## src/rtl/mem_arb_pkg.sv

```systemverilog
// Shared types and defaults for the two-client (icache/dcache) memory arbiter.
package mem_arb_pkg;

  localparam int DEF_ADDR_W = 28;
  localparam int DEF_DATA_W = 128;
  localparam int DEF_BEATS  = 4;

  localparam logic CLIENT_ICACHE = 1'b0;
  localparam logic CLIENT_DCACHE = 1'b1;

  typedef enum logic [1:0] {
    IDLE  = 2'd0,
    REQ   = 2'd1,
    WDATA = 2'd2,
    RRESP = 2'd3
  } arb_state_e;

endpackage

```

## src/rtl/mem_arbiter_if.sv

```systemverilog
// Memory request bundle: request handshake, write-data beats and read beats.
// The requester side is "master"; the arbiter faces clients as "slave" and memory as "master".
interface mem_arbiter_if
  import mem_arb_pkg::*;
#(
  parameter int ADDR_W = DEF_ADDR_W,
  parameter int DATA_W = DEF_DATA_W
);
  logic                  val;
  logic                  rdy;
  logic [ADDR_W-1:0]     addr;
  logic                  rw;
  logic                  data_valid;
  logic                  data_ready;
  logic [DATA_W-1:0]     data_bits;
  logic [DATA_W/8-1:0]   data_mask;
  logic                  resp_val;
  logic [DATA_W-1:0]     resp_data;

  modport master (
    output val, addr, rw, data_valid, data_bits, data_mask,
    input  rdy, data_ready, resp_val, resp_data
  );

  modport slave (
    input  val, addr, rw, data_valid, data_bits, data_mask,
    output rdy, data_ready, resp_val, resp_data
  );

endinterface

```

## src/rtl/mem_arb_rr_pick.sv

```systemverilog
// Two-way round-robin pick: on a tie the client not granted last time wins.
module mem_arb_rr_pick
  import mem_arb_pkg::*;
(
  input  logic val0,
  input  logic val1,
  input  logic last_grant,
  output logic grant
);

  always_comb begin
    grant = last_grant;
    if (val0 && val1) begin
      grant = ~last_grant;
    end else if (val0) begin
      grant = CLIENT_ICACHE;
    end else if (val1) begin
      grant = CLIENT_DCACHE;
    end
  end

endmodule

```

## src/rtl/mem_arbiter.sv

```systemverilog
// Single-outstanding memory arbiter between icache (req0) and dcache (req1).
// Optional per-client grant counters are built when MEM_ARB_PERF_EN is defined.
module mem_arbiter
  import mem_arb_pkg::*;
#(
  parameter int ADDR_W = DEF_ADDR_W,
  parameter int DATA_W = DEF_DATA_W,
  parameter int BEATS  = DEF_BEATS
)
(
  input  logic          clk,
  input  logic          reset,
  mem_arbiter_if.slave  req0,
  mem_arbiter_if.slave  req1,
  mem_arbiter_if.master mem,
  output logic          err_spurious_resp
`ifdef MEM_ARB_PERF_EN
  ,
  output logic [31:0]   perf_grant0,
  output logic [31:0]   perf_grant1
`endif
);

  localparam int CNT_W = (BEATS > 1) ? $clog2(BEATS) : 1;
  localparam logic [CNT_W-1:0] LAST_BEAT = CNT_W'(BEATS - 1);

  arb_state_e       state_q, state_d;
  logic             grant_q, grant_d;
  logic             last_grant_q, last_grant_d;
  logic [CNT_W-1:0] cnt_q, cnt_d;
  logic             err_q, err_d;
  logic             pick;

  logic                sel_val, sel_rw, sel_dvalid;
  logic [ADDR_W-1:0]   sel_addr;
  logic [DATA_W-1:0]   sel_dbits;
  logic [DATA_W/8-1:0] sel_dmask;

  logic in_req, in_wdata, in_rresp;
  logic is_c0, is_c1;
  logic mem_val, mem_dvalid, resp0_val, resp1_val;
  logic req_fire, wbeat_fire, rbeat;

  mem_arb_rr_pick u_pick (
    .val0       (req0.val),
    .val1       (req1.val),
    .last_grant (last_grant_q),
    .grant      (pick)
  );

  assign is_c0 = (grant_q == CLIENT_ICACHE);
  assign is_c1 = (grant_q == CLIENT_DCACHE);

  assign sel_val    = is_c1 ? req1.val        : req0.val;
  assign sel_rw     = is_c1 ? req1.rw         : req0.rw;
  assign sel_addr   = is_c1 ? req1.addr       : req0.addr;
  assign sel_dvalid = is_c1 ? req1.data_valid : req0.data_valid;
  assign sel_dbits  = is_c1 ? req1.data_bits  : req0.data_bits;
  assign sel_dmask  = is_c1 ? req1.data_mask  : req0.data_mask;

  assign in_req   = (state_q == REQ);
  assign in_wdata = (state_q == WDATA);
  assign in_rresp = (state_q == RRESP);

  assign req_fire   = in_req & sel_val & mem.rdy;
  assign wbeat_fire = in_wdata & sel_dvalid & mem.data_ready;
  assign rbeat      = in_rresp & mem.resp_val;

  // Address and data buses are zeroed whenever their qualifying valid is low.
  assign mem_val         = in_req & sel_val;
  assign mem.val         = mem_val;
  assign mem.addr        = mem_val ? sel_addr : '0;
  assign mem.rw          = mem_val & sel_rw;
  assign mem_dvalid      = in_wdata & sel_dvalid;
  assign mem.data_valid  = mem_dvalid;
  assign mem.data_bits   = mem_dvalid ? sel_dbits : '0;
  assign mem.data_mask   = mem_dvalid ? sel_dmask : '0;

  assign req0.rdy        = in_req & is_c0 & mem.rdy;
  assign req1.rdy        = in_req & is_c1 & mem.rdy;
  assign req0.data_ready = in_wdata & is_c0 & mem.data_ready;
  assign req1.data_ready = in_wdata & is_c1 & mem.data_ready;

  assign resp0_val       = rbeat & is_c0;
  assign resp1_val       = rbeat & is_c1;
  assign req0.resp_val   = resp0_val;
  assign req1.resp_val   = resp1_val;
  assign req0.resp_data  = resp0_val ? mem.resp_data : '0;
  assign req1.resp_data  = resp1_val ? mem.resp_data : '0;

  assign err_spurious_resp = err_q;

  always_comb begin
    state_d      = state_q;
    grant_d      = grant_q;
    last_grant_d = last_grant_q;
    cnt_d        = cnt_q;
    err_d        = err_q | (mem.resp_val & ~in_rresp);
    case (state_q)
      IDLE: begin
        if (req0.val || req1.val) begin
          grant_d      = pick;
          last_grant_d = pick;
          state_d      = REQ;
        end
      end
      REQ: begin
        if (req_fire) begin
          state_d = sel_rw ? WDATA : RRESP;
          cnt_d   = '0;
        end
      end
      WDATA: begin
        if (wbeat_fire) begin
          cnt_d = (cnt_q == LAST_BEAT) ? '0 : cnt_q + 1'b1;
          if (cnt_q == LAST_BEAT) state_d = IDLE;
        end
      end
      RRESP: begin
        if (rbeat) begin
          cnt_d = (cnt_q == LAST_BEAT) ? '0 : cnt_q + 1'b1;
          if (cnt_q == LAST_BEAT) state_d = IDLE;
        end
      end
      default: state_d = IDLE;
    endcase
  end

  // Last grant resets to dcache so icache wins the first tie.
  always_ff @(posedge clk or negedge reset) begin
    if (!reset) begin
      state_q      <= IDLE;
      grant_q      <= CLIENT_ICACHE;
      last_grant_q <= CLIENT_DCACHE;
      cnt_q        <= '0;
      err_q        <= 1'b0;
    end else begin
      state_q      <= state_d;
      grant_q      <= grant_d;
      last_grant_q <= last_grant_d;
      cnt_q        <= cnt_d;
      err_q        <= err_d;
    end
  end

`ifdef MEM_ARB_PERF_EN
  logic [31:0] perf0_q, perf0_d, perf1_q, perf1_d;

  always_comb begin
    perf0_d = perf0_q;
    perf1_d = perf1_q;
    if (req_fire && is_c0 && (perf0_q != '1)) perf0_d = perf0_q + 32'd1;
    if (req_fire && is_c1 && (perf1_q != '1)) perf1_d = perf1_q + 32'd1;
  end

  always_ff @(posedge clk or negedge reset) begin
    if (!reset) begin
      perf0_q <= '0;
      perf1_q <= '0;
    end else begin
      perf0_q <= perf0_d;
      perf1_q <= perf1_d;
    end
  end

  assign perf_grant0 = perf0_q;
  assign perf_grant1 = perf1_q;
`endif

endmodule

```

## src/flat_wrapper.sv

```systemverilog
// flat-port wrapper written by rule: the top's interface ports become plain ports
module mem_arbiter_flat import mem_arb_pkg::*;
#(
  parameter int ADDR_W = DEF_ADDR_W,
  parameter int DATA_W = DEF_DATA_W,
  parameter int BEATS  = DEF_BEATS
)
  (clk, reset, err_spurious_resp, req0_val, req0_addr, req0_rw, req0_data_valid, req0_data_bits, req0_data_mask, req0_rdy, req0_data_ready, req0_resp_val, req0_resp_data, req1_val, req1_addr, req1_rw, req1_data_valid, req1_data_bits, req1_data_mask, req1_rdy, req1_data_ready, req1_resp_val, req1_resp_data, mem_val, mem_addr, mem_rw, mem_data_valid, mem_data_bits, mem_data_mask, mem_rdy, mem_data_ready, mem_resp_val, mem_resp_data);
  mem_arbiter_if #(.ADDR_W(ADDR_W), .DATA_W(DATA_W)) req0_i ();
  mem_arbiter_if #(.ADDR_W(ADDR_W), .DATA_W(DATA_W)) req1_i ();
  mem_arbiter_if #(.ADDR_W(ADDR_W), .DATA_W(DATA_W)) mem_i ();
  input  logic clk;
  input  logic reset;
  output logic err_spurious_resp;
  input wire logic [$bits(req0_i.val)-1:0] req0_val;
  input wire logic [$bits(req0_i.addr)-1:0] req0_addr;
  input wire logic [$bits(req0_i.rw)-1:0] req0_rw;
  input wire logic [$bits(req0_i.data_valid)-1:0] req0_data_valid;
  input wire logic [$bits(req0_i.data_bits)-1:0] req0_data_bits;
  input wire logic [$bits(req0_i.data_mask)-1:0] req0_data_mask;
  output wire logic [$bits(req0_i.rdy)-1:0] req0_rdy;
  output wire logic [$bits(req0_i.data_ready)-1:0] req0_data_ready;
  output wire logic [$bits(req0_i.resp_val)-1:0] req0_resp_val;
  output wire logic [$bits(req0_i.resp_data)-1:0] req0_resp_data;
  input wire logic [$bits(req1_i.val)-1:0] req1_val;
  input wire logic [$bits(req1_i.addr)-1:0] req1_addr;
  input wire logic [$bits(req1_i.rw)-1:0] req1_rw;
  input wire logic [$bits(req1_i.data_valid)-1:0] req1_data_valid;
  input wire logic [$bits(req1_i.data_bits)-1:0] req1_data_bits;
  input wire logic [$bits(req1_i.data_mask)-1:0] req1_data_mask;
  output wire logic [$bits(req1_i.rdy)-1:0] req1_rdy;
  output wire logic [$bits(req1_i.data_ready)-1:0] req1_data_ready;
  output wire logic [$bits(req1_i.resp_val)-1:0] req1_resp_val;
  output wire logic [$bits(req1_i.resp_data)-1:0] req1_resp_data;
  output wire logic [$bits(mem_i.val)-1:0] mem_val;
  output wire logic [$bits(mem_i.addr)-1:0] mem_addr;
  output wire logic [$bits(mem_i.rw)-1:0] mem_rw;
  output wire logic [$bits(mem_i.data_valid)-1:0] mem_data_valid;
  output wire logic [$bits(mem_i.data_bits)-1:0] mem_data_bits;
  output wire logic [$bits(mem_i.data_mask)-1:0] mem_data_mask;
  input wire logic [$bits(mem_i.rdy)-1:0] mem_rdy;
  input wire logic [$bits(mem_i.data_ready)-1:0] mem_data_ready;
  input wire logic [$bits(mem_i.resp_val)-1:0] mem_resp_val;
  input wire logic [$bits(mem_i.resp_data)-1:0] mem_resp_data;
  assign req0_i.val = req0_val;
  assign req0_i.addr = req0_addr;
  assign req0_i.rw = req0_rw;
  assign req0_i.data_valid = req0_data_valid;
  assign req0_i.data_bits = req0_data_bits;
  assign req0_i.data_mask = req0_data_mask;
  assign req0_rdy = req0_i.rdy;
  assign req0_data_ready = req0_i.data_ready;
  assign req0_resp_val = req0_i.resp_val;
  assign req0_resp_data = req0_i.resp_data;
  assign req1_i.val = req1_val;
  assign req1_i.addr = req1_addr;
  assign req1_i.rw = req1_rw;
  assign req1_i.data_valid = req1_data_valid;
  assign req1_i.data_bits = req1_data_bits;
  assign req1_i.data_mask = req1_data_mask;
  assign req1_rdy = req1_i.rdy;
  assign req1_data_ready = req1_i.data_ready;
  assign req1_resp_val = req1_i.resp_val;
  assign req1_resp_data = req1_i.resp_data;
  assign mem_val = mem_i.val;
  assign mem_addr = mem_i.addr;
  assign mem_rw = mem_i.rw;
  assign mem_data_valid = mem_i.data_valid;
  assign mem_data_bits = mem_i.data_bits;
  assign mem_data_mask = mem_i.data_mask;
  assign mem_i.rdy = mem_rdy;
  assign mem_i.data_ready = mem_data_ready;
  assign mem_i.resp_val = mem_resp_val;
  assign mem_i.resp_data = mem_resp_data;
  mem_arbiter #(.ADDR_W(ADDR_W), .DATA_W(DATA_W), .BEATS(BEATS)) u_core (.clk(clk), .reset(reset), .req0(req0_i), .req1(req1_i), .mem(mem_i), .err_spurious_resp(err_spurious_resp));
endmodule
```

## config.mk

```make
export PLATFORM = sky130hd
export DESIGN_NAME = mem_arbiter_flat
export DESIGN_NICKNAME = d
export VERILOG_FILES = /design/src/rtl/mem_arb_pkg.sv /design/src/rtl/mem_arbiter_if.sv /design/src/rtl/mem_arb_rr_pick.sv /design/src/rtl/mem_arbiter.sv /design/src/flat_wrapper.sv
export SDC_FILE = /design/constraint.sdc
export NUM_CORES = 1
export LEC_CHECK = 0
export ABC_AREA = 1
export CORE_AREA = 2 2 361 363
export CTS_BUF_LIST = sky130_fd_sc_hd__clkbuf_4
export DETAILED_ROUTE_END_ITERATION = 10
export DIE_AREA = 0 0 363 365
export PLACE_DENSITY = 0.35
export SLEW_MARGIN = 40
export SYNTH_ARGS = -nofsm -noshare
export SYNTH_HDL_FRONTEND = slang
export SYNTH_HIERARCHICAL = 1
export SYNTH_SLANG_ARGS = --single-unit
```

## constraint.sdc

```tcl
create_clock -name clk -period 4 [get_ports clk]
set_input_delay 0.6 -clock clk [delete_from_list [all_inputs] [get_ports clk]]
set_output_delay 0.6 -clock clk [all_outputs]
set_load 0.1 [all_outputs]
```

==> summary.md <==
| Metric | Value |
|---|---|
| Vias per std cell | `between 2 and 3` |
| LEAKAGE | `approximately 7.5 nW` |
| Multiplexer area fraction after synthesis | `0` |
| Crit path capture type | `primary output` |
| Clk_skew | `a little over 0.005 ns` |
| Synth Area in XOR/XNOR | `0` |
| WHS Path Cells | `1` |
| Synth unique cells | `21` |
| Adder-cell share of the synthesized area | `0.002739` |
| DIE AREA | `between 0.1 and 0.15 mm²` |
| Worst skew pair latency | `about 0.26 ns` |
| GPL Wtd Cong | `0.9473` |
| FP Rows | `132` |
| Worst-path fanout max | `64` |
| Max_cap viols | `0` |
| WL/cell | `between 20 and 30 µm` |
| Sequential share of the synthesized area | `0.03862` |
| Io pins | `~920` |
| Die height | `365 µm` |
| Worst VDD drop | `between 400 and 500 µV` |
| Dominant cells by area after synthesis | `nand2_1 (31%), nor2_1 (22%), a21oi_1 (19%)` |
| Inserted Clock Buffers | `3` |
| Die Width | `roughly 360 µm` |
| Slew HR | `0.4799` |
| First-iteration detailed-routing DRC count | `between 600 and 700` |
| HP Start | `u_core/err_spurious_resp$_DFF_PN0_` |
| Final setup viols | `0` |
| Core area | `between 0.1 and 0.15 mm²` |
| Worst Path Class, Setup | `reg2out` |
| Met2 Track Usage GR | `0.2290` |
| Largest net degree at the start of global routing | `101` |
| Setup TNS | `0 ns` |
| Clk root buf | `clkbuf_4` |
| RSZ-0062 raised after global routing | `false` |
| CTS max path bufs | `2` |
| First-pass GRT wire length | `about 120,000 µm` |
| Main combinational cell family by area after synthesis | `simple AND/OR/NAND/NOR gates` |
| Initial Util | `0.03551` |
| Layout Cells excl Fill | `between 3,000 and 4,000` |
| Met1 Resource Use GR | `0.1693` |
| Crit path required time | `~3.4 ns` |
| Placed instance count | `between 3,000 and 4,000` |
| GR peak layer | `met2` |
| WHS Endpoint | `u_core/err_spurious_resp$_DFF_PN0_` |
| Clock Sinks | `7` |
| Final period util | `0.9475` |
| Flop-to-flop setup slack | `~2.1 ns` |
| Total Wirelength | `97,810 µm` |
| Cells after Synth | `about 1,100` |
| Post-synthesis simple-gate area fraction | `0.5462` |
| CTS tree | `built` |
| Synth top area share | `0.3081` |
| Yosys Warn Count | `6` |
| Synth Area in Compound Gates | `0.1934` |
| DR pass1 iterations | `5` |
| Worst EP arrival | `~3.2 ns` |
| Power Density | `between 400 and 500 mW/mm²` |
| Worst setup SP type | `flop` |
| HPWL Detailed | `slightly below 90,000 µm` |
| Reg2Reg Depth | `9` |
| Fmax | `roughly 260 MHz` |
| Origin of the worst setup path | `u_core/grant_q$_DFFE_PN0P_` |
| Min Tclk post-route | `between 3 and 4 ns` |
| Max Transition Viols Final | `0` |
| Final net count | `2,409` |
| Port bufs | `between 900 and 1,000` |
| Residual DRC | `0` |
| FF+latch count, synth | `7` |
| Slew @ Worst Pin | `slightly below 0.8 ns` |
| Layout cells sized above 1 | `0.2453` |
| H-tree depth | `1` |
| Mapped Area | `0.004568 mm²` |
| Reg-to-reg endpoint | `u_core/state_q[0]$_DFFE_PN0P_` |
| Grt met3 use | `0.06205` |
| Status | `finished clean` |
| Syn Nets | `1,553` |
| CTS-repair resized insts | `0` |
| Post-DRT Antenna Nets | `0` |
| All-Layer GR Usage | `0.1378` |
| Worst hold-check path type | `reg2reg` |
| Vias | `10,610` |
| Fin. Hold Viols | `0` |
| Vias in the first global route | `approximately 10,000` |
| Layout Area Growth over Synthesis | `273.8%` |
| Cts hold-fix bufs | `0` |
| Synth area leader | `nand2_1` |
| Mean Syn Cell Area | `roughly 4.3 µm²` |
| Clock slew at reported path FFs | `0.06 ns` |
| R2r startpoint | `u_core/grant_q$_DFFE_PN0P_` |
| Initial antenna violation count | `64` |
| # Post-CTS Setup Buffers | `0` |
| Grt ovf | `0` |
worst max-delay path: stages, from the launching register on:
cell	delay, ns
dfrtp_4	0.56
inv_8	0.21
nand2_1	0.19
nand2_1	0.23
nand2_8	0.24
buf_12	0.33
a21oi_1	0.68
buf_12	0.26
layout make-up:
cell class | count | area [µm²]
inverter | 144 | 555.5
tap | 1675 | 2096
multi-input combinational | 832 | 3411
fill | 14960 | 111600
clock buffer | 4 | 30.03
antenna | 9 | 22.52
timing repair buffer | 937 | 10780
sequential | 7 | 180.2
synthesized netlist by cell type:
library cell / count
inv_1: 141
clkbuf_1: 16
nor2_1: 263
a21o_1: 1
a21oi_1: 173
nand2_2: 1
nand4_1: 3
buf_6: 6
nand2_1: 375
buf_4: 4
nor2_2: 4
dfstp_2: 1
ha_1: 1
nor3_1: 4
dfrtp_1: 6
buf_2: 60
nand3_2: 1
nand3_1: 4
inv_2: 2
o21ai_0: 2
inv_4: 1
power by group:
group | total [mW] | leakage, nW | internal (mW) | switching (mW)
sequential | 0.159 | 0.0830 | 0.105 | 0.0542
clock | 0.0757 | 0.0185 | 0.0451 | 0.0306
combinational | 6.63 | 7.38 | 1.79 | 4.85
total | 6.87 | 7.48 | 1.94 | 4.93
metal layers:
| layer | routed length, µm | share of wire | vias up |
|---|---|---|---|
| li1 | - | - | 4898 |
| met5 | 347 | 0.0035 | - |
| met2 | 46110 | 0.47 | 603 |
| met3 | 10940 | 0.11 | 106 |
| met1 | 39710 | 0.41 | 4956 |
| met4 | 693 | 0.0071 | 50 |
worst max path at each step:
stage,to,slack [ns],depth (start not counted)
2_1_floorplan,req0_resp_data[107],0.24,6
3_3_place_gp,mem_data_bits[79],0.15,7
3_5_place_dp,mem_data_bits[71],0.20,7
4_1_cts,mem_data_bits[71],0.12,7
5_1_grt,mem_data_bits[71],0.13,7
6_report,mem_data_bits[71],0.21,7
cell usage in the layout (no fill, tap or decap), drive strengths merged:
| master | count |
|---|---|
| nand2 | 376 |
| a21o | 1 |
| dfstp | 1 |
| nand4 | 3 |
| nand3 | 5 |
| clkdlybuf4s50 | 482 |
| ha | 1 |
| nor2 | 267 |
| o21ai | 2 |
| a21oi | 173 |
| inv | 144 |
| buf | 455 |
| clkbuf | 4 |
| nor3 | 4 |
| diode | 9 |
| dfrtp | 6 |
sequential cells by signal, summed over array words and instances (netlist names):
register / flops
u_core/cnt_q: 2
u_core/err_spurious_resp: 1
u_core/grant_q: 1
u_core/last_grant_q: 1
u_core/state_q: 2
per-stage QoR:
step	total power, mW	worst slack, ns	hold slack (ns)	util	cell area (µm²)
detailed placement	6.893	0.2040	0.4532	0.1323	17020
global route	7.202	0.1270	0.4907	0.1326	17060
finish	6.867	0.2099	0.4614	0.1327	17080
global placement	6.939	0.1486	0.4464	0.1323	17020
CTS	6.992	0.1226	0.4633	0.1325	17050
floorplan	4.052	0.2418	0.3044	-	4568
cells by family after synthesis:
group           after synthesis
compound gates              176
flops                         7
buf+inv                     230
fa+ha+maj                     1
simple gates                655
Power figures use the tool's default switching activity.
